--- config.mk ---
export PLATFORM = sky130hd
export DESIGN_NAME = writeback_arbiter
export DESIGN_NICKNAME = d
export VERILOG_FILES = /design/src/rtl/writeback_arbiter.sv
export SDC_FILE = /design/constraint.sdc
export NUM_CORES = 1
export LEC_CHECK = 0
export CORE_AREA = 2 2 139 141
export DETAILED_ROUTE_END_ITERATION = 6
export DIE_AREA = 0 0 141 143
export PLACE_DENSITY = 0.75
export SLEW_MARGIN = 20
export SYNTH_ARGS = -nofsm -noshare
export SYNTH_HDL_FRONTEND = slang
export SYNTH_SLANG_ARGS = --single-unit
--- constraint.sdc ---
create_clock -name clk -period 5.2 [get_ports clk]
set_input_delay 1.04 -clock clk [delete_from_list [all_inputs] [get_ports clk]]
set_output_delay 1.04 -clock clk [all_outputs]
set_load 0.02 [all_outputs]
--- src/rtl/writeback_arbiter.sv ---
// Writeback arbiter: merges a buffered ALU result stream and an unbuffered
// load result stream onto a single register-file write port.
//
// There is no sequencing FSM here. The only decision state is:
//   state      | meaning
//   count      | ALU results waiting in the 2-entry FIFO (0..2)
//   starve_cnt | consecutive LSU grants while ALU entries wait (0..AGE_LIMIT)
//
// LSU normally wins the write port. Once starve_cnt reaches AGE_LIMIT, the ALU
// head takes the next slot, so a streaming LSU cannot lock out ALU results.
module writeback_arbiter #(
  parameter int AGE_LIMIT = 4
) (
  input  logic        clk,
  input  logic        rst,
  input  logic        alu_valid,
  output logic        alu_ready,
  input  logic [4:0]  alu_rd,
  input  logic [63:0] alu_data,
  input  logic        lsu_valid,
  output logic        lsu_ready,
  input  logic [4:0]  lsu_rd,
  input  logic [63:0] lsu_data,
  output logic [4:0]  rd_addr,
  output logic [63:0] rd_data,
  output logic        rd_wen,
  output logic        busy
);

  localparam logic [3:0] AGE_MAX = 4'(AGE_LIMIT);

  logic [1:0]  count;
  logic [3:0]  starve_cnt;
  logic [4:0]  e0_rd;
  logic [4:0]  e1_rd;
  logic [63:0] e0_data;
  logic [63:0] e1_data;

  logic       alu_cand;
  logic       lsu_cand;
  logic       alu_prio;
  logic       grant_alu;
  logic       grant_lsu;
  logic       alu_enq;
  logic [1:0] cnt_after_deq;

  // Candidate selection and handshakes. Writes to x0 never compete for the port.
  assign alu_cand  = (count != 2'd0);
  assign lsu_cand  = lsu_valid && (lsu_rd != 5'd0);
  assign alu_prio  = (starve_cnt == AGE_MAX);

  assign grant_lsu = !rst && lsu_cand && !(alu_cand && alu_prio);
  assign grant_alu = !rst && alu_cand && (!lsu_cand || alu_prio);

  // Full FIFO refuses new results even when the head leaves this cycle,
  // which keeps alu_ready purely a function of registered state.
  assign alu_ready = !rst && (count != 2'd2);
  assign lsu_ready = !rst && ((lsu_rd == 5'd0) || !(alu_cand && alu_prio));

  assign alu_enq       = alu_valid && alu_ready && (alu_rd != 5'd0);
  assign cnt_after_deq = count - {1'b0, grant_alu};

  assign busy = (count != 2'd0);

  // ALU FIFO: entry 0 is the head; a dequeue shifts entry 1 down, and a new
  // result lands in the first slot free after that shift.
  always_ff @(posedge clk) begin
    if (rst) begin
      count   <= 2'd0;
      e0_rd   <= 5'd0;
      e0_data <= 64'd0;
      e1_rd   <= 5'd0;
      e1_data <= 64'd0;
    end else begin
      if (grant_alu) begin
        e0_rd   <= e1_rd;
        e0_data <= e1_data;
      end
      if (alu_enq) begin
        if (cnt_after_deq == 2'd0) begin
          e0_rd   <= alu_rd;
          e0_data <= alu_data;
        end else begin
          e1_rd   <= alu_rd;
          e1_data <= alu_data;
        end
      end
      count <= cnt_after_deq + {1'b0, alu_enq};
    end
  end

  // Starvation age: counts LSU wins only while ALU work is actually waiting.
  always_ff @(posedge clk) begin
    if (rst) begin
      starve_cnt <= 4'd0;
    end else if ((count == 2'd0) || grant_alu) begin
      starve_cnt <= 4'd0;
    end else if (grant_lsu && (starve_cnt != AGE_MAX)) begin
      starve_cnt <= starve_cnt + 4'd1;
    end
  end

  // Registered write port: the granted result appears one edge after grant.
  always_ff @(posedge clk) begin
    if (rst) begin
      rd_wen  <= 1'b0;
      rd_addr <= 5'd0;
      rd_data <= 64'd0;
    end else if (grant_lsu) begin
      rd_wen  <= 1'b1;
      rd_addr <= lsu_rd;
      rd_data <= lsu_data;
    end else if (grant_alu) begin
      rd_wen  <= 1'b1;
      rd_addr <= e0_rd;
      rd_data <= e0_data;
    end else begin
      rd_wen  <= 1'b0;
      rd_addr <= 5'd0;
      rd_data <= 64'd0;
    end
  end

endmodule

==> out/qor.txt <==
Final setup viols -> 0
nets -> 1,210
Starting Density -> 45.6%
Leak -> 3.80 nW
first-pass GRT wire length -> 39.7 mm
Worst slew margin -> 32.8%
status -> finished, final reports clean
PnR worst setup slack -> 1180 ps
#FFs+latches synth -> 214
combined area of the multi-input logic cells -> 3730 um2
GRT overflow -> 0
WP buf/inv -> 2
sequential area share after synthesis -> 50.5%
largest net degree at the start of global routing -> 139
initial antenna violation count -> 0
Top cell by count, worst path -> clkdlybuf4s50_1
Clock Pin Slew Worst Setup and Hold Paths -> 60 ps
FMAX -> 249 MHz
Data required, critical path -> 4160 ps
launching point of the worst reg2reg path -> count[1]
Worst VDD drop -> 0.372 mV
RSZ-0062 raised after global routing -> no
vias in the first global route -> 7,579
final wirelength -> 24.8 mm
Routability Congestion -> 0.766
Hold Crit Class -> flip-flop to flip-flop
Worst setup endpoint -> lsu_ready
Final ANT Viol Nets -> 0
slowest cell on the critical path -> clkdlybuf4s50_1
setup_tns -> 0 ps
cells after synthesis -> 926
# H-tree levels -> 1
max layer used -> met4
Layout Skew -> 15.6 ps
clock tree sinks -> 214
Slew @ Worst Pin -> 1010 ps
max incr delay on CP -> 620 ps
library cells used by synthesis -> 36
core area -> 18,600 um2
Pint -> 3.05 mW
initial drt markers -> 655
worst skew pair latency -> 500 ps
Final Hold Slack -> 473 ps
CTS tree -> done
# diodes -> 0
clock share of power -> 33.4%
ys async rst share -> 0%
Die Ht -> 143 um
Ports -> 215
CP max FO -> 3
Syn Std Cell Area -> 8480 um2
Switch Pwr -> 1.45 mW
Crit Path Class -> input port to output pin
Final Hold Viols -> 0
Tmin final -> 4020 ps
fraction of layout cells with a size suffix above 1 -> 6.31%
cts repair resizes -> 0
Layout Utilization -> 60.7%
most used flip-flop cell after synthesis -> dfxtp_1
pwr/cell area -> 399 nW/um2
most common cell after layout, fill and taps aside -> dfxtp_1
CP Capture Type -> output pin
Reg power frac -> 42.4%
PortBufs -> 214
part of the cycle the worst path needs -> 77.4%
CP top delay family -> buffers and inverters
# hold bufs at CTS -> 0
Setup crit start kind -> input port
Post-synth EDFFs -> 0
met2 wire len -> 12.2 mm
worst slack, placed -> 733 ps
Synthesized Nets -> 1,072
Switching Share -> 32.2%
Syn-to-layout area delta -> 33.1%
via count -> 7,775
Comb power frac -> 24.2%
Vias/cell -> 5.93
row count -> 50
DRC Markers -> 0
R2R Setup Slk -> 1960 ps
total die area -> 20,200 um2
Root Driver -> clkbuf_16
Max Slew Vio Count -> 0
CP startpoint -> lsu_rd[1]
Seq. cell area -> 4280 um2
M1 WL -> 10.5 mm
1st-pass router iterations -> 5
Die W -> 141 um
DP HPWL -> 14.4 mm
most frequent cells in the layout -> dfxtp_1, clkdlybuf4s50_1, nand3_1, a21oi_1, nand2_1
metal3 WL -> 1.62 mm
max cap viols -> 0
Non-Filler Instances -> 1,311
Yosys Warn Count -> 0
wire per inst -> 18.9 um
clk buf depth -> 3
cts bufs inserted -> 23
FF-to-FF path depth -> 10
Post-CTS Setup Inserts -> 0
GRT Util Overall -> 23.9%
Critical Path AT -> 2980 ps
Avg Cell Area, Syn -> 9.16 um2
RR Endpoint -> e0_data[58]
fillers -> 1,609
Cell Chain, Critical Path -> clkdlybuf4s50_1 > or4_4 > nor2_1 > o31a_1 > clkdlybuf4s50_1
placed insts -> 1,273
Worst path depth -> 5
-- worst min-delay path by stage --
stage,from,endpoint,slack (ps),cells after the start
after floorplan,starve_cnt[0],starve_cnt[0],440,1
after global placement,e0_data[47],rd_data[47],460,1
after detailed placement,e0_data[2],rd_data[2],460,1
after CTS,e1_data[40],e1_data[40],470,2
after global routing,e1_data[33],e1_data[33],490,2
final,e0_data[17],rd_data[17],470,1
-- flip-flops by register name, indices dropped and copies added (netlist names) --
register    flops
e0_rd           5
rd_data        64
e1_data        64
e1_rd           5
e0_data        64
starve_cnt      4
rd_addr         5
count           2
rd_wen          1
-- synthesized netlist by cell type, drive strengths merged, types with 2 or more instances --
cell type,number,area (um2)
a22o,69,604
inv,7,26.3
a21oi,70,350
nand2b,3,26.3
nor2,9,33.8
ha,4,50.1
o21ai,70,350
nand2,70,263
xnor2,2,17.5
nor2b,2,12.5
buf,34,176
nand3,138,691
clkbuf,80,300
o2111ai,70,613
dfxtp,214,4280
o211ai,71,583
-- layout make-up --
cell class | count | share of cell area, %
clock buffer | 35 | 5.94
clock inverter | 3 | 0.133
timing repair buffer | 227 | 20.0
inverter | 8 | 0.288
sequential | 214 | 38.0
tap | 234 | 2.59
multi-input combinational | 590 | 33.1
-- metrics by stage --
step / cell area [um2] / power [mW]
global placement: 10600 / 3.01
finish: 11300 / 4.50
CTS: 11300 / 4.52
global route: 11300 / 4.70
floorplan: 8480 / 2.59
detailed placement: 10600 / 3.03
-- power by group through the flow --
stage	clock [mW]	combinational (mW)	sequential, mW
global route	1.60	1.18	1.93
finish	1.50	1.09	1.91
global placement	0	1.07	1.94
detailed placement	0	1.09	1.94
floorplan	0	0.640	1.95
CTS	1.52	1.09	1.91
-- cells by family (layout without fill, tap and decap cells) --
kind of cell               Yosys count  in the layout  synth area share (%)
DFF                                214            214                  50.5
adders and majority gates            4              4                 0.590
xor gates and xnor gates             3              3                 0.310
and+or+nand+nor                    229            229                  12.7
AOI/OAI and AO/OA                  354            354                  29.9
buffers and inverters              122            273                  5.98
-- per-layer routing --
layer / GRT usage, % / vias up
met3: 3.66 / 30
li1: - / 3767
met4: 6.42 / 0
met2: 41.1 / 281
met1: 31.6 / 3697
met5: 0 / -
Power figures use the tool's default switching activity.
==> edit: new RTL, same settings <==
Reset style: asynchronous (`rst`), changed in 3 clocked blocks.
--- a/src/rtl/writeback_arbiter.sv
+++ b/src/rtl/writeback_arbiter.sv
@@ -66,3 +66,3 @@
   // result lands in the first slot free after that shift.
-  always_ff @(posedge clk) begin
+  always_ff @(posedge clk or posedge rst) begin
     if (rst) begin
@@ -92,3 +92,3 @@
   // Starvation age: counts LSU wins only while ALU work is actually waiting.
-  always_ff @(posedge clk) begin
+  always_ff @(posedge clk or posedge rst) begin
     if (rst) begin
@@ -103,3 +103,3 @@
   // Registered write port: the granted result appears one edge after grant.
-  always_ff @(posedge clk) begin
+  always_ff @(posedge clk or posedge rst) begin
     if (rst) begin
Check against the original RTL: differs if rst is asserted again (counterexample within 4 cycles, from zero or initial values and one cycle with rst high); with rst held inactive, the same outputs for 4 cycles.
==> edit against the original RTL <==
Routed wire length is 10% lower; maximum frequency increased by 0.53%; worst setup slack better by 21 ps; via count shrank 15%; cell area increased by 6.1%; sequential cell count unchanged; total power rose by 31%; combinational power increased by 71%; sequential power up 37%; clock skew shrank 2.4 ps; area after synthesis grew 5.9%; largest cell class unchanged.
==> edit: results (changes against the original RTL) <==
seq_area_frac_synth: 0.597  # +0.0914
tightestPinTransition_ps: 885  # -121 ps
hpwl_mm: 13.4  # -6.5%
via_per_inst: 5.66  # -4.6%
yosysUniqueCellTypes: 32  # -11%
n_antenna_cell: 0  # unchanged
syn_nets: 892  # -17%
h-tree-depth: 1  # unchanged
synth_area_leaders: "dfrtp_1, o211ai_1, mux2_2"
wirelength_mm: 22.3  # -10%
use_met1: 0.309  # -0.00754
dpl_cell_area_um2: 11300  # +6.9%
dr_wl_met3_mm: 1.16  # -29%
reg2reg_depth: 11  # +1
drive_gt1_frac: 0.140  # +0.0773
hold_class: "flop to flop"
cts-resized-gates: 0  # unchanged
clock_latency_ps: 490
use_met3: 0.0396  # +0.00302
first_global_vias: 6653  # -12%
clk_path_buf_depth: 3  # unchanged
dr_wl_met2_mm: 11.0  # -9.9%
wl_met1_mm: 9.80  # -7.0%
grt_max_degree: 86  # -38%
final_nets: 1076  # -11%
synth_common_cells: "dfrtp_1, nand2_1, o211ai_1"
fill_cells: 1431  # -11%
drt_first_pass_iters: 4  # -1
peakVddDrop_uv: 255  # -32%
worst-path-max-fanout: 11  # +8
synth.most_common_cell: "dfrtp_1"
grt_use_met2: 0.373  # -0.0375
drt_iter0_drc: 381  # -42%
holdPathStages: 1  # unchanged
grt_usage: 0.223  # -0.0162
fin_skew_ps: 13.1  # -2.41 ps
gp_congestion: 0.756  # -1.3%
synthArstFlopShare: 1.00  # +1.00
grt_pass1_wl_mm: 36.0  # -9.3%
io_buffers: 214  # unchanged
status: "completed"
arrival_ps: 2960  # -20 ps
leakage_nw: 5.07  # +33%
## edit: cells by family (layout without fill, tap and decap cells)
| group | Yosys count | in the layout | synth area share |
|---|---|---|---|
| AO/OA/AOI/OAI | 221 | 221 | 0.198 |
| flip-flops | 214 | 214 | 0.597 |
| XOR/XNOR | 2 | 2 | 0.00195 |
| buffers and inverters | 75 | 269 | 0.0387 |
| multiplexers | 69 | 69 | 0.0866 |
| adder cells (fa/ha/maj) | 4 | 4 | 0.00558 |
| AND/OR/NAND/NOR | 161 | 161 | 0.0722 |
## edit: final cells by class
type,instances,area [um^2],share of cell area
flip-flops and latches,214,5360,0.447
clock inverters,1,5.00,0.000418
well taps,234,293,0.0245
inverters,7,35.0,0.00293
repair buffers,227,2280,0.190
clock buffers,34,637,0.0532
multi-input cells,457,3370,0.281
## edit: critical path, cell delays in order
cell and delay [ps]:
clkdlybuf4s50_1 800, clkinvlp_4 360, o31a_1 180, clkdlybuf4s50_1 580
## edit: report_power, final
group,switching [mW],internal [mW]
Combinational,0.892,0.969
Sequential,0.321,2.30
Clock,0.602,0.835
## edit: final timing paths
| kind | start | endpoint | slack, ps |
|---|---|---|---|
| min in group asynchronous | rst | e0_rd[4] | 1180 |
| max in group asynchronous | rst | e1_data[38] | 2210 |
| min | e0_data[44] | rd_data[44] | 500 |
| max | rst | lsu_ready | 1200 |
| min reg2reg | e0_data[44] | rd_data[44] | 500 |
| max reg2reg | count[1] | e0_data[51] | 2170 |
## edit: through the flow
step                utilization  TNS [ps]  std cells  worst slack, ps
finish                    0.644         0       1174             1200
global route              0.644         0       1174             1080
CTS                       0.644         0       1174             1180
detailed placement        0.610         0       1139             1000
global placement          0.610         0       1139             1050
floorplan                     -   -208100        746            -1360
